File: config.mk
export PLATFORM = sky130hd
export DESIGN_NAME = cpu_clk_ctrl
export DESIGN_NICKNAME = d
export VERILOG_FILES = /design/src/rtl/cpu_clk_ctrl.sv
export SDC_FILE = /design/constraint.sdc
export NUM_CORES = 1
export LEC_CHECK = 0
export CAP_MARGIN = 40
export CORE_MARGIN = 8
export CORE_UTILIZATION = 44
export DETAILED_ROUTE_END_ITERATION = 7
export SKIP_LAST_GASP = 1
export SLEW_MARGIN = 20
export SYNTH_ARGS = -nofsm -noshare
export SYNTH_HDL_FRONTEND = slang
export SYNTH_SLANG_ARGS = --single-unit
File: constraint.sdc
create_clock -name clk -period 6.6 [get_ports clk]
set_input_delay 0.66 -clock clk [delete_from_list [all_inputs] [get_ports clk]]
set_output_delay 0.66 -clock clk [all_outputs]
set_load 0.1 [all_outputs]
File: src/rtl/cpu_clk_ctrl.sv
// Run/step/halt sequencer for the CPU's slow clock-enable.
// RUN divides clk by a programmable ratio, STOP emits one pulse per debounced press, HALT freezes.
module cpu_clk_ctrl #(
    parameter int                 DIV_W       = 16,
    parameter logic [DIV_W-1:0]   DEFAULT_DIV = 16'd5000,
    parameter logic [15:0]        DEBOUNCE    = 16'd50000
) (
    input  logic             clk,
    input  logic             reset,
    input  logic             run_sw,
    input  logic             step_btn,
    input  logic             halt,
    input  logic [DIV_W-1:0] div_cfg,
    input  logic             div_load,
    output logic             cpu_ce,
    output logic             clk_slow,
    output logic [1:0]       state
);

    typedef enum logic [1:0] {
        ST_STOP = 2'b00,
        ST_RUN  = 2'b01,
        ST_HALT = 2'b10
    } state_t;

    localparam logic [DIV_W-1:0] ONE = {{(DIV_W-1){1'b0}}, 1'b1};

    state_t           st;
    logic             run_m, run_s, btn_m, btn_s;
    logic             db_level, db_prev;
    logic [15:0]      db_cnt;
    logic [DIV_W-1:0] div_reg, cnt;
    logic             step_evt, tc, fire;

    assign state    = st;
    assign step_evt = db_level & ~db_prev;
    assign tc       = (cnt == div_reg - ONE);

    // Synchronizers and button debounce
    always_ff @(posedge clk) begin
        if (reset) begin
            run_m    <= 1'b0;
            run_s    <= 1'b0;
            btn_m    <= 1'b0;
            btn_s    <= 1'b0;
            db_level <= 1'b0;
            db_prev  <= 1'b0;
            db_cnt   <= '0;
        end else begin
            run_m   <= run_sw;
            run_s   <= run_m;
            btn_m   <= step_btn;
            btn_s   <= btn_m;
            db_prev <= db_level;
            if (btn_s == db_level) begin
                db_cnt <= '0;
            end else if (db_cnt == DEBOUNCE - 16'd1) begin
                db_level <= btn_s;
                db_cnt   <= '0;
            end else begin
                db_cnt <= db_cnt + 16'd1;
            end
        end
    end

    // halt wins over any pulse source; a load on terminal count eats that pulse
    always_comb begin
        fire = 1'b0;
        if (!halt) begin
            case (st)
                ST_RUN:  fire = tc && !div_load;
                ST_STOP: fire = step_evt;
                default: fire = 1'b0;
            endcase
        end
    end

    always_ff @(posedge clk) begin
        if (reset) begin
            st       <= ST_STOP;
            cpu_ce   <= 1'b0;
            clk_slow <= 1'b0;
            cnt      <= '0;
            div_reg  <= DEFAULT_DIV;
        end else begin
            cpu_ce <= fire;
            if (fire)
                clk_slow <= ~clk_slow;

            if (div_load) begin
                div_reg <= (div_cfg == '0) ? ONE : div_cfg;
                cnt     <= '0;
            end else if (st != ST_RUN || tc) begin
                cnt <= '0;
            end else begin
                cnt <= cnt + ONE;
            end

            case (st)
                ST_STOP: begin
                    if (halt)       st <= ST_HALT;
                    else if (run_s) st <= ST_RUN;
                end
                ST_RUN: begin
                    if (halt)        st <= ST_HALT;
                    else if (!run_s) st <= ST_STOP;
                end
                default: st <= ST_HALT;
            endcase
        end
    end

endmodule

Word level (Yosys, flattened, before mapping)
Index checks and enable logic that the tools add are counted.
{"block": "classes", "n_addsub": 3, "n_mux": 8, "n_bitwise": 4, "reduce_logical": 9, "n_eq_ne": 7}
{"cell": "16-bit by 1-bit adder with 16-bit output (second input constant)", "n": 2}
{"cell": "16-bit == test", "n": 1}
{"cell": "16-bit == test (second input constant)", "n": 1}
{"cell": "16-bit logical NOT", "n": 1}
{"cell": "16-bit two-way mux", "n": 1}
{"cell": "16-bit by 1-bit subtractor with 16-bit output (second input constant)", "n": 1}
{"cell": "2-bit two-way mux", "n": 4}
{"cell": "3-bit != test (second input constant)", "n": 2}
{"cell": "3-bit OR reduction", "n": 2}
{"cell": "2-bit case mux with 2 select lines", "n": 1}
{"cell": "2-bit AND reduction", "n": 2}
{"cell": "1-bit NOT", "n": 3}
{"cell": "2-bit by 1-bit == test with 1-bit output (second input constant)", "n": 1}
{"cell": "2-bit logical NOT", "n": 1}
{"cell": "2-bit by 1-bit != test with 1-bit output (second input constant)", "n": 1}
{"cell": "1-bit case mux with 2 select lines", "n": 1}
{"cell": "1-bit bitwise AND", "n": 1}
{"cell": "1-bit == test", "n": 1}
{"cell": "1-bit logical AND", "n": 1}
{"cell": "1-bit logical NOT", "n": 1}
{"cell": "1-bit logical OR", "n": 1}
{"cell": "1-bit two-way mux", "n": 1}
{"block": "word_totals", "output_inout_bits": 4, "word_cells": 43, "in_bits": 22, "reg_bits": 58}

Logic depth before layout (Yosys ltp)
{"block": "logic_depth", "depth_word": 5, "depth_mapped": 12, "depth_no_buf": 9}

Least setup slack after synthesis
No wires, ideal clock.
{"block": "synth_timing", "kind": "register to register", "start": "reg div_reg[0]", "end": "reg cpu_ce", "stages_incl_launch_ff": 12, "setup_time_ns": 0.107, "arrival_time_ns": 2.763, "required_time_ns": 6.493, "period_less_slack_ns": 2.870, "slack_ns": 3.730, "cell_sequence": "dfxtp_1 -> inv_1 -> ha_1 -> buf_4 -> or4b_1 -> buf_4 -> o311ai_4 -> o311ai_1 -> nor4_2 -> o2111ai_1 -> or3b_1 -> a2111oi_2"}
{"block": "synth_via", "elab_chain_cells": 5}
{"element": "from (decl)", "line": "32", "rtl": "logic [DIV_W-1:0] div_reg, cnt;"}
{"element": "from (signal assigned)", "line": "91", "rtl": "div_reg <= (div_cfg == '0) ? ONE : div_cfg;"}
{"element": "16-bit by 1-bit subtractor with 16-bit output", "line": "37", "rtl": "assign tc = (cnt == div_reg - ONE);"}
{"element": "16-bit == test", "line": "37"}
{"element": "1-bit logical AND", "line": "71", "rtl": "ST_RUN: fire = tc && !div_load;"}
{"element": "1-bit case mux with 2 select lines", "line": "70", "rtl": "case (st)"}
{"element": "1-bit two-way mux", "line": "69", "rtl": "if (!halt) begin"}
{"element": "to (signal assigned)", "line": "86", "rtl": "cpu_ce <= fire;"}
{"element": "to (decl)", "line": "15", "rtl": "output logic cpu_ce,"}
Every way passes these cells.
A chain may end at the register's enable or synchronous reset.

Worst setup path in the final report
{"block": "layout_timing", "start": "reg div_reg[0]", "end": "reg cnt[8]"}
{"block": "layout_via", "elab_chain_cells": 4}
{"element": "16-bit by 1-bit subtractor with 16-bit output", "line": "37"}
{"element": "16-bit == test", "line": "37"}
{"element": "1-bit logical OR", "line": "93", "rtl": "end else if (st != ST_RUN || tc) begin"}
{"element": "3-bit OR reduction (no source line)"}
{"element": "to (signal assigned)", "line": "96", "rtl": "cnt <= cnt + ONE;"}
{"element": "to (decl)", "line": "32"}
Every way passes these cells.

==> qor.yml <==
detailed_routing:
  num_vias: 2365
  drtPass1Iterations: 5
  drc_errors: 0
  routed_wl_mm: 6.16
  drt-initial-drc-count: 141
  routedWlPerCell_um: 14.3
  ant_nets: 0
  via_per_inst: 5.47
synthesis:
  synthesis.nets: 349
  ys_types: 54
  synth_flop_cell: "dfxtp_1"
  synth-edff-count: 0
  syn_area_um2: 2910
  async_reset_ff_share_pct: 0
  synth_top_area_cell: "dfxtp_1"
  ys_top_cells_by_count: "dfxtp_1, nor2_1, xor2_1"
  yosys-top-cells-area: "dfxtp_1, xor2_1, xnor2_1"
  synth_warnings: 0
  synth_top_area_share_pct: 40.0
  syn_inst: 324
  synth_most_common_cell: "dfxtp_1"
  yosysSeqAreaShare_pct: 40.0
  ys_ff_latch: 58
  synth_area_per_cell_um2: 8.97
cts:
  ctsResizeCount: 0
  cts_root_buf: "clkbuf_8"
  cts.path.max_buffers: 2
  cts_sinks: 58
  clk_pin_slew_worst_paths_ps: 70
  cts_setup_buffers: 0
  insertion_delay_ps: 330
  cts_hold_buf: 0
  cts_made_buffers: 9
  cts_tree: "yes"
  htreeDepth: 3
pwr:
  irDropWorstVdd_uv: 154
  switching_share_pct: 23.5
  combPwrFrac_pct: 8.2
  clkPwrFrac_pct: 45.7
  power.leakage_nw: 1.18
  internal_power_mw: 0.614
  p_sw_mw: 0.189
  power_density_nw_per_um2: 232
  totalPowerFinal_mw: 0.803
  sequentialPowerShare_pct: 46.1
timing:
  finalCriticalPeriod_ps: 3530
  finClkSkew_ps: 8.03
  drv_slew: 0
  hold_violations: 0
  tightestPinTransition_ps: 796
  rsz0062_at_grt: "false"
  fmax_ghz: 0.283
  slew_headroom_pct: 46.5
  finalSetupViolCount: 0
  period_share_pct: 53.5
  setup_tns_ps: 0
layout:
  final_cells: 432
  syn2layout_area_growth_pct: 19.4
  drive_gt1_share_pct: 8.45
  nNetsFinal: 375
  n_antenna_cell: 0
die:
  die_h_um: 97.3
  die_w_um: 97.3
  core_um2: 6390
  rows: 29
  io_pins: 26
  die_area_um2: 9460
  start_util_pct: 45.5
min_path:
  holdPathEnd: "btn_s$_SDFF_PP0_"
  hold_depth: 1
  hp-start: "btn_m$_SDFF_PP0_"
  hp-class: "reg -> reg"
worst_setup_path:
  r2r_start: "div_reg[0]$_SDFFE_PP0P_"
  arrival_ps: 3750
  rrSetupSlack_ps: 3070
  r2r-end: "cnt[8]$_SDFF_PP0_"
  worst-setup-path-type: "reg -> reg"
  cp-start-kind: "flip-flop"
  critPathCaptureType: "flip-flop"
  reg2reg_depth: 10
  critPathRequiredTime_ps: 6820
  worst-path-max-fanout: 10
placed_design:
  gp_congestion: 0.844
  numPortBuffers: 25
  dp_cells: 416
  dp_hpwl_mm: 4.53
global_route:
  grt_max_degree: 22
  grt.total_usage_pct: 13.6
  grt_overflow: 0
  grt_pass1_wl_mm: 10.8
  grt_pass1_vias: 2239
  antenna_found_initial: 0
outcome:
  outcome: "completed"
flow_run:
  drv_cap: 0
-- cell usage in the layout, fill, tap and decap left out, drive strengths merged, types with 5 or more instances in the layout --
master	count
dfxtp	58
nor2	50
clkdlybuf4s50	25
xor2	24
xnor2	23
nand2	16
nand3	15
nor2b	12
a22o	10
clkbuf	10
nor3	9
and3	9
nor4	9
nand4	7
inv	6
nor4b	6
a211o	6
o21ai	5
buf	5
-- worst max-delay path, stage by stage, from the launching register on --
cell and delay [ps]:
dfxtp_1 360, inv_1 70, ha_1 350, or4b_1 680
o311ai_4 330, o311ai_1 150, nor4_2 290, o2111ai_1 200
o21ai_1 650, buf_4 280, nor2_1 60
-- routing by layer --
layer | up-vias | global-route usage [%] | share of wire [%]
li1 | 1211 | - | -
met1 | 1093 | 17.8 | 51
met2 | 55 | 19.8 | 44
met3 | 6 | 3.91 | 4.3
met4 | 0 | 6.29 | 0.94
met5 | - | 0 | 0
-- final cells by class --
| class | count | area, um2 |
|---|---|---|
| Fill cell | 609 | 2920 |
| Multi-Input combinational cell | 245 | 1640 |
| Sequential cell | 58 | 1160 |
| Timing Repair Buffer | 30 | 318 |
| Clock buffer | 10 | 138 |
| Tap cell | 77 | 96.3 |
| Clock inverter | 6 | 90.1 |
| Inverter | 6 | 22.5 |
-- metrics by stage --
stage	util (%)	worst slack [ps]	area, um2	hold slack (ps)
final	54.3	3070	3470	442
after floorplan	-	3730	2910	414
after detailed placement	50.7	3110	3240	430
after CTS	54.3	3090	3470	447
after global placement	49.7	3080	3170	419
after global routing	54.3	2850	3470	466
-- power groups by stage --
stage / sequential, mW / clock (mW) / combinational (mW)
2_1_floorplan: 0.376 / 0 / 0.0423
3_3_place_gp: 0.378 / 0 / 0.0635
3_5_place_dp: 0.378 / 0 / 0.0655
4_1_cts: 0.370 / 0.375 / 0.0660
5_1_grt: 0.372 / 0.393 / 0.0729
6_report: 0.371 / 0.367 / 0.0658
-- how the worst max path moves through the flow --
stage | from | to | slack [ps] | cells after the start
after global routing | div_reg[0]$_SDFFE_PP0P_ | cnt[14]$_SDFF_PP0_ | 2850 | 10
final | div_reg[0]$_SDFFE_PP0P_ | cnt[8]$_SDFF_PP0_ | 3070 | 10
after global placement | div_reg[0]$_SDFFE_PP0P_ | cnt[3]$_SDFF_PP0_ | 3080 | 9
after floorplan | div_reg[0]$_SDFFE_PP0P_ | cpu_ce$_SDFF_PP0_ | 3730 | 11
after detailed placement | div_reg[0]$_SDFFE_PP0P_ | cnt[5]$_SDFF_PP0_ | 3110 | 10
after CTS | div_reg[0]$_SDFFE_PP0P_ | cnt[8]$_SDFF_PP0_ | 3090 | 10
-- kinds of logic after synthesis --
| family | synth area share, % |
|---|---|
| adder cells (fa/ha/maj) | 1.29 |
| buffers and inverters | 3.49 |
| multiplexers | 1.12 |
| AND/OR/NAND/NOR | 27.7 |
| XOR/XNOR | 14.2 |
| AO/OA/AOI/OAI | 12.3 |
| flip-flops | 40.0 |
Power figures use the tool's default switching activity.
